===== config.mk =====
export PLATFORM = sky130hd
export DESIGN_NAME = morse_sequencer_flat
export DESIGN_NICKNAME = d
export VERILOG_FILES = /design/src/rtl/morse_sequencer_if.sv /design/src/rtl/morse_sequencer.sv /design/src/flat_wrapper.sv
export SDC_FILE = /design/constraint.sdc
export NUM_CORES = 1
export LEC_CHECK = 0
export BUFFER_PORTS_ARGS = -buffer_cell sky130_fd_sc_hd__buf_2
export CAP_MARGIN = 20
export CORE_MARGIN = 5
export CORE_UTILIZATION = 25
export CTS_BUF_LIST = sky130_fd_sc_hd__clkbuf_8
export DETAILED_ROUTE_END_ITERATION = 6
export SYNTH_ARGS = -nofsm -noshare
export SYNTH_HDL_FRONTEND = slang
export SYNTH_SLANG_ARGS = --single-unit

===== constraint.sdc =====
create_clock -name clk -period 3.27 [get_ports clk]
set_input_delay 0.1635 -clock clk [delete_from_list [all_inputs] [get_ports clk]]
set_output_delay 0.1635 -clock clk [all_outputs]
set_load 0.005 [all_outputs]

===== src/rtl/morse_sequencer_if.sv =====
// Handshake and tone bundle between the controller, the Morse sequencer
// and the sound module.
interface morse_sequencer_if;
    logic       start;
    logic [9:0] morse;
    logic       short_tone;
    logic       long_tone;
    logic       busy;
    logic       done;
    logic [2:0] sym_idx;

    modport master (
        output start, morse,
        input  short_tone, long_tone, busy, done, sym_idx
    );

    modport slave (
        input  start, morse,
        output short_tone, long_tone, busy, done, sym_idx
    );
endinterface


===== src/rtl/morse_sequencer.sv =====
// Plays a latched 5-symbol Morse word as timed dot/dash tone enables,
// with start/busy/done sequencing towards the controller.
module morse_sequencer #(
    parameter int UNIT_CYCLES = 6000000,
    parameter int CNT_W       = 25
) (
    input  logic              clk,
    input  logic              reset,
    morse_sequencer_if.slave  bus
);

    typedef enum logic [2:0] {
        S_IDLE,
        S_DECODE,
        S_TONE,
        S_GAP,
        S_SPACE,
        S_FINISH
    } state_t;

    localparam logic [CNT_W-1:0] UNIT_LOAD = CNT_W'(UNIT_CYCLES - 1);
    localparam logic [CNT_W-1:0] DASH_LOAD = CNT_W'(3 * UNIT_CYCLES - 1);
    localparam logic [2:0]       LAST_SYM  = 3'd4;

    state_t           state, state_n;
    logic [CNT_W-1:0] timer, timer_n;
    logic [9:0]       shift, shift_n;
    logic [2:0]       idx, idx_n;
    logic             short_q, short_n;
    logic             long_q, long_n;
    logic             busy_q, busy_n;
    logic             done_q, done_n;

    always_ff @(posedge clk) begin
        if (!reset) begin
            state   <= S_IDLE;
            timer   <= '0;
            shift   <= '0;
            idx     <= '0;
            short_q <= 1'b0;
            long_q  <= 1'b0;
            busy_q  <= 1'b0;
            done_q  <= 1'b0;
        end else begin
            state   <= state_n;
            timer   <= timer_n;
            shift   <= shift_n;
            idx     <= idx_n;
            short_q <= short_n;
            long_q  <= long_n;
            busy_q  <= busy_n;
            done_q  <= done_n;
        end
    end

    // Outputs are computed one step ahead so every port comes straight from a flop.
    always_comb begin
        state_n = state;
        timer_n = timer;
        shift_n = shift;
        idx_n   = idx;
        short_n = short_q;
        long_n  = long_q;
        busy_n  = busy_q;
        done_n  = 1'b0;

        unique case (state)
            S_IDLE: begin
                if (bus.start) begin
                    shift_n = bus.morse;
                    idx_n   = '0;
                    busy_n  = 1'b1;
                    state_n = S_DECODE;
                end
            end

            S_DECODE: begin
                unique case (shift[9:8])
                    2'b00: begin
                        state_n = S_FINISH;
                        busy_n  = 1'b0;
                        done_n  = 1'b1;
                        idx_n   = '0;
                    end
                    2'b01: begin
                        state_n = S_TONE;
                        short_n = 1'b1;
                        timer_n = UNIT_LOAD;
                    end
                    2'b10: begin
                        state_n = S_TONE;
                        long_n  = 1'b1;
                        timer_n = DASH_LOAD;
                    end
                    default: begin
                        state_n = S_SPACE;
                        timer_n = DASH_LOAD;
                    end
                endcase
            end

            S_TONE: begin
                if (timer == '0) begin
                    short_n = 1'b0;
                    long_n  = 1'b0;
                    if (idx == LAST_SYM) begin
                        state_n = S_FINISH;
                        busy_n  = 1'b0;
                        done_n  = 1'b1;
                        idx_n   = '0;
                    end else begin
                        state_n = S_GAP;
                        timer_n = UNIT_LOAD;
                    end
                end else begin
                    timer_n = timer - 1'b1;
                end
            end

            S_GAP, S_SPACE: begin
                if (timer == '0) begin
                    if (idx == LAST_SYM) begin
                        state_n = S_FINISH;
                        busy_n  = 1'b0;
                        done_n  = 1'b1;
                        idx_n   = '0;
                    end else begin
                        state_n = S_DECODE;
                        shift_n = {shift[7:0], 2'b00};
                        idx_n   = idx + 1'b1;
                    end
                end else begin
                    timer_n = timer - 1'b1;
                end
            end

            S_FINISH: begin
                state_n = S_IDLE;
            end

            default: begin
                state_n = S_IDLE;
                short_n = 1'b0;
                long_n  = 1'b0;
                busy_n  = 1'b0;
                idx_n   = '0;
            end
        endcase
    end

    assign bus.short_tone = short_q;
    assign bus.long_tone  = long_q;
    assign bus.busy       = busy_q;
    assign bus.done       = done_q;
    assign bus.sym_idx    = idx;

endmodule


===== src/flat_wrapper.sv =====
// flat-port wrapper written by rule: the top's interface ports become plain ports
module morse_sequencer_flat 
#(
    parameter int UNIT_CYCLES = 6000000,
    parameter int CNT_W       = 25
)
  (clk, reset, bus_start, bus_morse, bus_short_tone, bus_long_tone, bus_busy, bus_done, bus_sym_idx);
  morse_sequencer_if bus_i ();
  input  logic clk;
  input  logic reset;
  input wire logic [$bits(bus_i.start)-1:0] bus_start;
  input wire logic [$bits(bus_i.morse)-1:0] bus_morse;
  output wire logic [$bits(bus_i.short_tone)-1:0] bus_short_tone;
  output wire logic [$bits(bus_i.long_tone)-1:0] bus_long_tone;
  output wire logic [$bits(bus_i.busy)-1:0] bus_busy;
  output wire logic [$bits(bus_i.done)-1:0] bus_done;
  output wire logic [$bits(bus_i.sym_idx)-1:0] bus_sym_idx;
  assign bus_i.start = bus_start;
  assign bus_i.morse = bus_morse;
  assign bus_short_tone = bus_i.short_tone;
  assign bus_long_tone = bus_i.long_tone;
  assign bus_busy = bus_i.busy;
  assign bus_done = bus_i.done;
  assign bus_sym_idx = bus_i.sym_idx;
  morse_sequencer #(.UNIT_CYCLES(UNIT_CYCLES), .CNT_W(CNT_W)) u_core (.clk(clk), .reset(reset), .bus(bus_i));
endmodule

==> results of run 1 <==
[sequential cells by signal, indices dropped and copies added (netlist names)]
name and flops:
u_core.timer 25, u_core.bus.sym_idx 3, u_core.bus.long_tone 1, u_core.shift 10, u_core.state 3, u_core.bus.short_tone 1, u_core.bus.done 1, u_core.bus.busy 1
[final cells by class]
type	instances	area (sq um)
clock buffers	6	82.58
clock inverters	2	33.78
fillers	1102	7313
inverters	11	41.29
multi-input cells	253	1564
flip-flops and latches	45	900.9
well taps	136	170.2
repair buffers	23	125.1
[worst reg2reg max path, cell delays in order, from the launching register on]
cell	delay, ps
dfxtp_1	330
inv_1	60
ha_1	170
nor3b_1	460
and4_1	350
nand2_2	150
o211ai_2	850
o31ai_1	200
o221a_1	270
[cells in the mapped netlist, types with 2 or more instances]
master	instances
or4_4	3
mux2i_1	4
o21a_1	3
nand4_1	5
or3_1	7
buf_6	2
inv_1	11
dfxtp_1	45
nand2_1	36
nor2b_1	2
a21oi_1	32
o22ai_1	3
o31a_1	2
nor3_1	14
nand2b_1	8
clkbuf_1	14
nor2_1	24
nand3_1	4
ha_1	7
nor3b_1	2
nor4_1	4
a31oi_1	15
o31ai_1	11
o21ai_1	6
a311oi_1	3
and4_1	2
a21o_1	3
or4_1	9
o21ai_0	13
a211oi_1	4
[metal layers]
layer / routed length [microns] / GRT usage / vias to the layer above
li1: - / - / 1251
met1: 3156 / 0.1411 / 1197
met2: 3155 / 0.1708 / 52
met3: 255 / 0.02102 / 8
met4: 98 / 0.03285 / 0
met5: 0 / 0 / -
[cell families after synthesis]
kind of cell             Yosys count
adder cells (fa/ha/maj)            7
flip-flops                        45
AND/OR/NAND/NOR                  134
buffers and inverters             30
multiplexers                       5
AO/OA/AOI/OAI                    107
[path summary, 6_finish.rpt]
kind,startpoint,end
max,u_core.timer[0]$_SDFFE_PN0P_,u_core.timer[5]$_SDFFE_PN0P_
min,bus_morse[5],u_core.shift[5]$_SDFFE_PN0P_
max reg2reg,u_core.timer[0]$_SDFFE_PN0P_,u_core.timer[5]$_SDFFE_PN0P_
min reg2reg,u_core.bus.busy$_SDFFE_PN0P_,u_core.bus.busy$_SDFFE_PN0P_
[power breakdown]
part	total, mW	internal, mW	switching (mW)
Combinational	1.75	0.649	1.11
Clock	0.431	0.246	0.185
Sequential	0.945	0.730	0.215
Total	3.13	1.63	1.51
==> flow_metrics.py, run 1 <==
metrics = {
    "timing": {
        "fin_crit_sh": 0.8996,
        "finalMaxSlewViolations": 0,
        "finalHoldViolations": 0,
        "fin_worst_skew_ps": 10.18,
        "period_minus_slack_ps": 2942,
        "fin_setup_tns_ps": 0,
        "setup_violations": 0,
        "grt_setup_unrepaired": "no",
        "maxClockFrequency_ghz": 0.3399,
        "hold_slack_ps": 121.7,
        "worst_slew_pin_slew_ps": 1054,
        "layout_setup_ws_ps": 328.3,
        "slew_headroom": 0.2955,
    },
    "synth": {
        "synth_area_leaders": "dfxtp_1, a21oi_1, nand2_1",
        "yosys.area.top_type": "dfxtp_1",
        "synthAdderAreaFrac": 0.03357,
        "synth_seq_cells": 45,
        "synth_nets": 348,
        "syn-cell-area_sq_mm": 0.002609,
        "muxShareOfSynthArea": 0.01966,
        "synth_compound_area_frac": 0.2619,
        "yosysSeqAreaShare": 0.3453,
        "synth_xor_area_frac": 0,
        "ys_async_sr_fraction": 0,
        "synth_edf_count": 0,
        "synthCells": 328,
        "synth_top_area_share": 0.3453,
        "synth_top_family_by_area": "simple AND/OR/NAND/NOR gates",
        "ys_types": 60,
        "avgSynthCellArea_sq_um": 7.954,
        "synth-main-ff-cell": "dfxtp_1",
        "synth-simple-area-share": 0.2844,
        "yosys_warnings": 0,
    },
    "detailed_routing": {
        "wl_microns": 6666,
        "wire_per_inst_microns": 14.00,
        "dr.pass1.iters": 4,
        "vias": 2508,
        "drt_iter0_markers": 191,
        "drc": 0,
        "routed_via_density": 5.269,
        "ant_nets": 0,
    },
    "cts": {
        "post_cts_resized": 0,
        "root_buffer": "clkbuf_8",
        "clk_path_buf_depth": 2,
        "post-cts-setup-buffers": 0,
        "cts_buffers": 5,
        "clk_pin_slew_ps": 90,
        "numClockSinks": 45,
        "cts_max_level": 2,
        "cts_tree": "yes",
        "insertion_delay_ps": 300,
        "hold_buffers": 0,
    },
    "floorplanning": {
        "die_x_microns": 112.2,
        "die_y_microns": 112.2,
        "num_io_pins": 20,
        "core_sq_mm": 0.01023,
        "dieArea_sq_mm": 0.01258,
        "num_rows": 37,
        "start_util": 0.2550,
    },
    "placed_design": {
        "port-buffer-count": 19,
        "gp_congestion": 0.8239,
        "dp_slack_ps": 411.0,
        "postPlaceCellArea_sq_mm": 0.002801,
        "dpl.hpwl_microns": 4792,
        "placed_cells": 468,
    },
    "flow_run": {
        "max_cap_violations": 0,
    },
    "worst_hold_path": {
        "holdPathStages": 3,
        "min_path_type": "input port to flip-flop",
    },
    "final_layout": {
        "layout.cells.non_filler": 476,
        "final_util": 0.2852,
        "layout-drive-gt1-share": 0.1382,
        "final_cell_mix": "dfxtp_1, nand2_1, a21oi_1, nor2_1, buf_2",
        "layout_commonest_cell": "dfxtp_1",
        "antenna_cells": 0,
        "stdcell_area_sq_mm": 0.002918,
        "syn2layout_area_growth_pct": 11.85,
        "fin_nets": 359,
    },
    "critical_path": {
        "start_kind": "flip-flop",
        "cp_slowest_cell": "o211ai_2",
        "crit_chain": "inv_1 -> ha_1 -> nor3b_1 -> and4_1 -> nand2_2 -> o211ai_2 -> o31ai_1 -> o221a_1",
        "worst_ep_required_time_ps": 3470,
        "reg2reg_depth": 8,
        "setup.worst_path.class": "flip-flop to flip-flop",
        "critical_path.max_stage_delay_ps": 850,
        "path_buf_inv": 1,
        "ff2ff_setup_slack_ps": 330,
        "critical-path-top-delay-family": "compound AO/OA/AOI/OAI gates",
        "path_depth": 8,
        "endpoint_kind": "flip-flop",
        "cp.arrival_ps": 3140,
        "cp_max_fo": 27,
    },
    "run_status": {
        "status": "complete, no violations",
    },
    "global_routing": {
        "grt_antenna_before_repair": 0,
        "grt_overflow": 0,
        "grt_max_degree": 28,
        "grt_pass1_vias": 2359,
        "grt_use_total": 0.1054,
        "grt_pass1_wl_microns": 11340,
    },
    "pwr": {
        "peakVddDrop_v": 0.0003343,
        "p_leak_nw": 1.090,
        "power.density_mw_per_mm2": 1073,
        "finalPower_mw": 3.131,
    },
}
Note: power is estimated with default switching activity, not from simulation.
==> inputs of run 2 (changes only) <==
- CORE_MARGIN: 5 -> 2
- REMOVE_ABC_BUFFERS: unset -> 1
- SETUP_SLACK_MARGIN: unset -> 0.2
==> run 2 against run 1 <==
  * Clock power rose by 2%
  * Combinational power about the same
  * Count of clock-buffer cells in the layout is the same
  * Largest power group unchanged
  * Clock skew is 5.5 ps lower
  * Sequential share of layout area about the same
  * Worst hold slack worse by 11 ps
  * Register-to-register slack gained 330 ps
  * First-iteration DRC count is 30% lower
==> flow_metrics.py, run 2 (synthesis results as in run 1) <==
metrics = {
    "floorplanning": {
        "num_io_pins": 20,
        "die_x_microns": 106.2,
        "core_sq_mm": 0.01023,
        "die_y_microns": 106.2,
        "start_util": 0.2550,
        "num_rows": 37,
        "dieArea_sq_mm": 0.01127,
    },
    "critical_path": {
        "path_buf_inv": 0,
        "critical-path-top-delay-family": "compound AO/OA/AOI/OAI gates",
        "crit_chain": "nor3b_1 -> a21o_1 -> nand2_1 -> o21ai_2 -> mux2i_1 -> nor2_1",
        "cp_max_fo": 18,
        "r2r_start": "u_core.state[2]$_SDFFE_PN0P_",
        "reg2reg_depth": 6,
        "start_kind": "flip-flop",
        "cp_slowest_cell": "dfxtp_1",
        "critical_path.max_stage_delay_ps": 670,
        "worst_ep_required_time_ps": 3440,
        "setup.worst_path.class": "flip-flop to flip-flop",
        "endpoint_kind": "flip-flop",
        "startpoint": "u_core.state[2]$_SDFFE_PN0P_",
        "cp.arrival_ps": 2780,
        "path_depth": 6,
    },
    "final_layout": {
        "final_util": 0.2853,
        "fillerInstances": 1105,
        "final_cell_mix": "dfxtp_1, nand2_1, a21oi_1, nor2_1, buf_2",
        "largest-register": "u_core.timer",
        "layout-drive-gt1-share": 0.1357,
        "largest_reg_flops": 25,
        "layout_commonest_cell": "dfxtp_1",
        "fin_nets": 358,
        "syn2layout_area_growth_pct": 11.89,
        "antenna_cells": 0,
        "reg_top3": "u_core.timer: 25 flops, u_core.shift: 10 flops",
    },
    "timing": {
        "fin_setup_tns_ps": 0,
        "grt_setup_unrepaired": "no",
        "layout_setup_ws_ps": 661.2,
        "worst_slew_pin_slew_ps": 759.1,
        "maxClockFrequency_ghz": 0.3833,
        "fin_worst_skew_ps": 4.722,
        "finalMaxSlewViolations": 0,
        "period_minus_slack_ps": 2609,
        "fin_crit_sh": 0.7978,
        "finalHoldViolations": 0,
        "setup_violations": 0,
        "hold_slack_ps": 111.1,
        "slew_headroom": 0.4934,
    },
    "placed_design": {
        "dp_slack_ps": 453.7,
        "dpl.hpwl_microns": 4810,
        "port-buffer-count": 19,
        "gp_congestion": 0.8683,
    },
    "pwr": {
        "peakVddDrop_v": 0.0002965,
        "pwr-share-comb": 0.555,
        "finalPower_mw": 3.147,
        "power.share.switching": 0.4833,
        "power.density_mw_per_mm2": 1078,
        "p_clk_frac": 0.140,
        "pwr-share-seq": 0.305,
        "p_switching_mw": 1.521,
        "p_leak_nw": 1.111,
        "internal_power_mw": 1.626,
    },
    "cts": {
        "clk_path_buf_depth": 2,
        "root_buffer": "clkbuf_8",
        "insertion_delay_ps": 310,
        "cts_buffers": 5,
        "clk_pin_slew_ps": 80,
        "cts_tree": "yes",
        "post-cts-setup-buffers": 0,
        "cts_max_level": 2,
        "numClockSinks": 45,
    },
    "detailed_routing": {
        "wl_microns": 6716,
        "ant_nets": 0,
        "drc": 0,
        "dr.pass1.iters": 4,
        "vias": 2513,
        "routed_via_density": 5.291,
        "wire_per_inst_microns": 14.14,
        "drt_iter0_markers": 134,
    },
    "worst_hold_path": {
        "holdCritStartpoint": "bus_morse[8]",
        "holdPathStages": 3,
        "min_path_type": "input port to flip-flop",
    },
    "global_routing": {
        "grt_overflow": 0,
        "grt_pass1_wl_microns": 11540,
        "grt_antenna_before_repair": 0,
        "grt_pass1_vias": 2340,
        "grt_use_total": 0.1267,
        "grt_max_degree": 28,
    },
    "run_status": {
        "status": "complete, no violations",
    },
    "flow_run": {
        "max_cap_violations": 0,
    },
}
==> run 2: changes by cell type in the layout (fill, tap and decap cells not counted) <==
cell,delta
o211ai_4,+1
o211ai_2,-1
buf_4,-1
==> run 2: timing repair <==
action / 4_1_cts / 5_1_grt
endpoints found under the setup margin: 0 / 3
hold buffers: 0 / 0
gates resized for setup: 0 / 1
==> run 2: power groups by stage <==
stage,clock [mW],sequential [mW],combinational (mW)
after CTS,0.452,0.957,1.71
after floorplan,0,0.903,1.27
final,0.441,0.960,1.75
after detailed placement,0,0.970,1.70
after global routing,0.481,0.992,1.96
after global placement,0,0.959,1.67
==> run 2: area by class of cell <==
| type | instances | area, sq um | share of cell area |
|---|---|---|---|
| inverters | 11 | 41.29 | 0.01414 |
| flip-flops and latches | 45 | 900.9 | 0.3086 |
| multi-input cells | 253 | 1573 | 0.5388 |
| clock inverters | 2 | 33.78 | 0.01157 |
| well taps | 136 | 170.2 | 0.05829 |
| clock buffers | 6 | 82.58 | 0.02829 |
| repair buffers | 22 | 117.6 | 0.04029 |
==> run 2: per-layer routing <==
| layer | track usage | part of all wire | vias up |
|---|---|---|---|
| met2 | 0.1969 | 0.46 | 43 |
| li1 | - | - | 1247 |
| met3 | 0.02943 | 0.042 | 9 |
| met4 | 0.04887 | 0.017 | 0 |
| met5 | 0 | 0 | - |
| met1 | 0.1695 | 0.48 | 1214 |
==> run 2: worst paths after layout <==
| path | end | slack, ps |
|---|---|---|
| max | u_core.shift[1]$_SDFFE_PN0P_ | 660 |
| min | u_core.shift[8]$_SDFFE_PN0P_ | 110 |
| max reg2reg | u_core.shift[1]$_SDFFE_PN0P_ | 660 |
| min reg2reg | u_core.bus.busy$_SDFFE_PN0P_ | 470 |
==> run 2: tightest hold or removal path, stage by stage <==
cell and delay [ps]:
buf_2 90, nand2_1 50, a31oi_1 70
==> run 2: metrics by stage <==
| stage | std cells | cell area [sq um] |
|---|---|---|
| 5_1_grt | 475 | 2919 |
| 3_3_place_gp | 467 | 2794 |
| 2_1_floorplan | 309 | 2506 |
| 3_5_place_dp | 467 | 2794 |
| 6_report | 475 | 2919 |
| 4_1_cts | 475 | 2910 |
